<file path="src/rtl/decode_imm_scheduler.sv">
// Instruction-decode stage front end: selects the immediate format for an external
// immediate generator and stages decoded entries in a main + skid register pair.
module decode_imm_scheduler #(
    parameter int COUNT_WIDTH = 16
) (
    input  logic                   clk,
    input  logic                   rst,
    input  logic                   in_valid,
    output logic                   in_ready,
    input  logic [31:0]            in_instr,
    input  logic [31:0]            in_pc,
    input  logic                   flush,
    output logic [31:0]            gen_instr,
    output logic [2:0]             gen_sel,
    input  logic [31:0]            gen_imm,
    output logic                   out_valid,
    input  logic                   out_ready,
    output logic [31:0]            out_instr,
    output logic [31:0]            out_pc,
    output logic [31:0]            out_imm,
    output logic                   out_illegal,
    output logic [COUNT_WIDTH-1:0] illegal_count
);

    localparam logic [2:0] SEL_I = 3'b000;
    localparam logic [2:0] SEL_S = 3'b001;
    localparam logic [2:0] SEL_B = 3'b010;
    localparam logic [2:0] SEL_J = 3'b011;
    localparam logic [2:0] SEL_U = 3'b100;

    localparam logic [6:0] OP_IMM    = 7'b0010011;
    localparam logic [6:0] OP_LOAD   = 7'b0000011;
    localparam logic [6:0] OP_JALR   = 7'b1100111;
    localparam logic [6:0] OP_SYSTEM = 7'b1110011;
    localparam logic [6:0] OP_FENCE  = 7'b0001111;
    localparam logic [6:0] OP_REG    = 7'b0110011;
    localparam logic [6:0] OP_STORE  = 7'b0100011;
    localparam logic [6:0] OP_BRANCH = 7'b1100011;
    localparam logic [6:0] OP_JAL    = 7'b1101111;
    localparam logic [6:0] OP_LUI    = 7'b0110111;
    localparam logic [6:0] OP_AUIPC  = 7'b0010111;

    localparam logic [COUNT_WIDTH-1:0] COUNT_ONE = {{(COUNT_WIDTH-1){1'b0}}, 1'b1};

    logic        in_illegal;
    logic        in_zero_imm;
    logic [31:0] in_imm;

    logic        main_valid;
    logic [31:0] main_instr;
    logic [31:0] main_pc;
    logic [31:0] main_imm;
    logic        main_illegal;

    logic        skid_valid;
    logic [31:0] skid_instr;
    logic [31:0] skid_pc;
    logic [31:0] skid_imm;
    logic        skid_illegal;

    logic        accept;
    logic        consume;
    logic        main_free;
    logic        load_main_from_skid;
    logic        load_main_from_in;
    logic        load_skid;

    assign gen_instr = in_instr;

    always_comb begin
        gen_sel     = SEL_I;
        in_illegal  = 1'b0;
        in_zero_imm = 1'b0;
        case (in_instr[6:0])
            OP_IMM, OP_LOAD, OP_JALR, OP_SYSTEM, OP_FENCE: gen_sel = SEL_I;
            OP_REG: begin
                gen_sel     = SEL_I;
                in_zero_imm = 1'b1;
            end
            OP_STORE:         gen_sel = SEL_S;
            OP_BRANCH:        gen_sel = SEL_B;
            OP_JAL:           gen_sel = SEL_J;
            OP_LUI, OP_AUIPC: gen_sel = SEL_U;
            default: begin
                gen_sel    = SEL_I;
                in_illegal = 1'b1;
            end
        endcase
    end

    // R-type and unknown opcodes carry no immediate; never trust the generator for them.
    assign in_imm = (in_illegal || in_zero_imm) ? 32'd0 : gen_imm;

    // in_ready depends only on registered state so out_ready never reaches upstream.
    assign in_ready  = ~skid_valid;
    assign accept    = in_valid & in_ready & ~flush;
    assign consume   = main_valid & out_ready;
    assign main_free = ~main_valid | consume;

    always_comb begin
        load_main_from_skid = 1'b0;
        load_main_from_in   = 1'b0;
        load_skid           = 1'b0;
        if (!flush) begin
            if (main_free) begin
                load_main_from_skid = skid_valid;
                load_main_from_in   = ~skid_valid & accept;
                load_skid           = skid_valid & accept;
            end else begin
                load_skid = accept;
            end
        end
    end

    always_ff @(posedge clk or posedge rst) begin
        if (rst) begin
            main_valid <= 1'b0;
            skid_valid <= 1'b0;
        end else if (flush) begin
            main_valid <= 1'b0;
            skid_valid <= 1'b0;
        end else if (main_free) begin
            main_valid <= skid_valid | accept;
            skid_valid <= skid_valid & accept;
        end else if (accept) begin
            skid_valid <= 1'b1;
        end
    end

    always_ff @(posedge clk or posedge rst) begin
        if (rst) begin
            main_instr   <= '0;
            main_pc      <= '0;
            main_imm     <= '0;
            main_illegal <= 1'b0;
        end else if (load_main_from_skid) begin
            main_instr   <= skid_instr;
            main_pc      <= skid_pc;
            main_imm     <= skid_imm;
            main_illegal <= skid_illegal;
        end else if (load_main_from_in) begin
            main_instr   <= in_instr;
            main_pc      <= in_pc;
            main_imm     <= in_imm;
            main_illegal <= in_illegal;
        end
    end

    always_ff @(posedge clk or posedge rst) begin
        if (rst) begin
            skid_instr   <= '0;
            skid_pc      <= '0;
            skid_imm     <= '0;
            skid_illegal <= 1'b0;
        end else if (load_skid) begin
            skid_instr   <= in_instr;
            skid_pc      <= in_pc;
            skid_imm     <= in_imm;
            skid_illegal <= in_illegal;
        end
    end

    // Counts accepted illegal words; flush does not undo the count.
    always_ff @(posedge clk or posedge rst) begin
        if (rst) begin
            illegal_count <= '0;
        end else if (accept && in_illegal && (illegal_count != '1)) begin
            illegal_count <= illegal_count + COUNT_ONE;
        end
    end

    assign out_valid   = main_valid;
    assign out_instr   = main_instr;
    assign out_pc      = main_pc;
    assign out_imm     = main_imm;
    assign out_illegal = main_illegal;

endmodule

</file>
<file path="config.mk">
export PLATFORM = sky130hd
export DESIGN_NAME = decode_imm_scheduler
export DESIGN_NICKNAME = d
export VERILOG_FILES = /design/src/rtl/decode_imm_scheduler.sv
export SDC_FILE = /design/constraint.sdc
export NUM_CORES = 1
export LEC_CHECK = 0
export CORE_MARGIN = 1.5
export CORE_UTILIZATION = 52
export CTS_CLUSTER_SIZE = 40
export DETAILED_ROUTE_END_ITERATION = 16
export HOLD_SLACK_MARGIN = 0.15
export PLACE_DENSITY_LB_ADDON = 0.08
export SETUP_SLACK_MARGIN = 0.3
export SYNTH_ARGS = -nofsm -noshare
export SYNTH_HDL_FRONTEND = slang
export SYNTH_SLANG_ARGS = --single-unit
</file>
<file path="constraint.sdc">
create_clock -name clk -period 12.6 [get_ports clk]
set_input_delay 2.52 -clock clk [delete_from_list [all_inputs] [get_ports clk]]
set_output_delay 2.52 -clock clk [all_outputs]
set_load 0.05 [all_outputs]
</file>
==> impl_metrics.toml <==
[sta]
tightestPinTransition_ps = 1270
hold_violations = 0
final_max_slew_viol_count = 0
fmax_mhz = 129
final_clock_period_utilization_by_the_worst_path_pct = 61.7
grt_setup_unrepaired = "no"
timing.clock.skew_ps = 6.11
fin_setup_tns_ps = 0
worst_slack_ps = 4830
timing.slew.headroom_pct = 15.1
min_tclk_post_route_ps = 7770
setup_viol_count_final = 0

[synthesis]
synth-seq-cells = 212
syn_inst = 794
synthesis.nets = 896
main_combinational_cell_family_by_area_after_synthesis = "compound AO/OA/AOI/OAI gates"
muxShareOfSynthArea_pct = 8.14
synth-warning-count = 0
synth_seq_area_share_pct = 58.1
syn_area_um2 = 9130
edff_count_synth = 0
post_synth_num_cell_types = 42
synth_simple_gate_area_share_pct = 6.67
syn-mean-instance-area_um2 = 11.5
synth_compound_area_share_pct = 19.6
adder_and_majority_gate_portion_of_the_synthesized_area_pct = 0.137
yosys_most_used_dff = "dfrtp_1"
synth-async-reset-ratio_pct = 100
synth_xor_xnor_area_share_pct = 1.44

[global_routing]
number_of_global_route_vias_before_repair = 7270
grt_first_pass_wirelength_um = 36800
grt_antenna_before_repair = 1
maximum_number_of_pins_on_one_net_before_global_route_repair = 152
globalRoute.totalOverflow = 0
grtUsageTotal_pct = 25.2

[die]
floorplan.rows = 48
die_area_um2 = 18400
top_ports = 251
initial_standard_cell_utilization_of_the_core_pct = 53.0
core_area_um2 = 17200
die_h_um = 136
fp.dieW_um = 136

[critical_path]
worst_setup_path_startpoint = "in_instr[1]"
crit_top_cell = "clkdlybuf4s50_1"
critPathSlowestCell = "and2_2"
r2r_setup_slack_ps = 9180
cp-end-kind = "output pin"
critical_path_cell_by_cell = "clkdlybuf4s50_1 -> and2_2 -> nand3b_1 -> a21oi_1 -> clkdlybuf4s50_1"
crit_required_ps = 10080
critical-path-max-stage-delay_ps = 970
path_max_fanout = 66
setup.worst_path.start_class = "primary input"
worst_ep_arrival_time_ps = 5250
r2r-start = "skid_valid"
critPathKind = "primary input to output pin"

[min_path]
worstHoldPathType = "register to register"
hold_path.startpoint = "out_pc[31]"

[placement]
placed_area_um2 = 11500
buffer_ports.inserted = 250
post-place-ws_ps = 4800
detailed_place_hpwl_um = 14700
routability_congestion_estimate_from_global_placement = 0.802

[clocking]
cts_tree = "built"
clock-root-buffer = "clkbuf_16"
clk_pin_slew_worst_paths_ps = 60
buffers_inserted_during_post_cts_setup_optimization = 0
cts.hold.buffers_added = 0
cts.repair.resized = 0
ctsLongestPathBuffers = 3
h-tree-depth = 1
clk_latency_ps = 490
cts_buffers = 23
cts_sinks = 212

[detailed_routing]
dr_total_vias = 7248
drt-wirelength-per-cell_um = 19.5
detail_route.wirelength_um = 23700
detail-route-antenna-nets = 0
post_drt_via_cell_ratio = 5.97
drt_pre_antenna_iters = 5
drc = 0
first_iter_violations = 488

[finish]
final_layout_size_suffix_gt1_share_pct = 11.6
diodes = 0
synthToLayoutAreaGrowth_pct = 33.1
num-nets-final = 1076
final_cell_area_um2 = 12200
layout.cells.most_common = "clkdlybuf4s50_1"
most_frequent_cells_in_the_layout = "clkdlybuf4s50_1 (250), dfrtp_1 (212), o21ai_0 (99), nand2_1 (73), mux2_2 (66)"

[power]
p_leak_nw = 5.02
pwr_density_cell_nw_per_um2 = 161
finalPower_mw = 1.96
max-vdd-ir-drop_v = 0.000157

[status]
outcome = "finished, final reports clean"

[flow_run]
maxCapViolations = 0
-- cell usage after synthesis (2+ instances only) --
cell type / n / area [um^2]
nor2_1: 5 / 18.8
buf_4: 33 / 248
o22ai_1: 65 / 407
nor3b_1: 3 / 22.5
o21ai_0: 99 / 495
nand3_1: 8 / 40.0
nand2_1: 74 / 278
nand3_2: 2 / 20.0
nand4_1: 7 / 43.8
a32o_1: 32 / 320
a22oi_1: 32 / 240
nor2b_1: 3 / 18.8
dfrtp_1: 212 / 5310
buf_2: 4 / 20.0
buf_6: 3 / 33.8
a21oi_1: 4 / 20.0
xnor2_1: 15 / 131
or3_1: 2 / 12.5
o211ai_1: 32 / 240
mux2_2: 66 / 743
clkbuf_1: 59 / 221
nand2b_1: 4 / 25.0
inv_1: 3 / 11.3
and3_1: 5 / 31.3
nor3_1: 5 / 25.0
-- metal layers --
metal,vias to the layer above,part of all wire [%],track usage (%)
met2,274,50,43.6
met4,2,1.9,7.05
li1,3287,-,-
met5,-,0.055,0
met1,3651,41,32.3
met3,34,7.2,5.35
-- logic make-up after synthesis --
family | after synthesis
adders and majority gates | 1
AOI/OAI and AO/OA | 270
xor gates and xnor gates | 15
buffers and inverters | 103
muxes | 66
DFF | 212
and+or+nand+nor | 127
-- worst max-delay path: cells and delay by family --
kind,cells,cell delay [ps]
and+or+nand+nor,2,1180
AOI/OAI and AO/OA,1,180
buffers and inverters,2,1360
-- where the power goes --
group | internal (mW) | switching [mW]
Sequential | 0.785 | 0.0643
Clock | 0.370 | 0.250
Combinational | 0.186 | 0.301
-- final cells by class --
cell class | instances | area (um^2)
Tap cell | 225 | 282
Timing Repair Buffer | 255 | 2540
Multi-Input combinational cell | 479 | 3320
Clock buffer | 36 | 644
Sequential cell | 212 | 5310
Fill cell | 1214 | 5080
Clock inverter | 4 | 45.0
Inverter | 3 | 18.8
-- state kept, by name, summed over array words and instances (netlist names) --
name / count
skid_imm: 32
skid_pc: 32
skid_illegal: 1
skid_instr: 32
out_illegal: 1
out_imm: 32
out_valid: 1
illegal_count: 16
out_pc: 32
skid_valid: 1
out_instr: 32
-- final timing paths --
check,cells after the start,to
max,5,gen_sel[0]
min,2,out_pc[31]
max reg2reg,5,out_pc[21]
min reg2reg,2,out_pc[31]
max in group asynchronous,3,out_imm[29]
min in group asynchronous,2,illegal_count[6]
-- per-stage QoR --
step	instances	hold slack, ps	util, %
detailed placement	1174	470	66.5
finish	1214	476	70.5
global placement	1174	461	66.5
CTS	1214	484	70.5
global route	1214	502	70.5
floorplan	794	450	-
(Power assumes the default switching activity.)
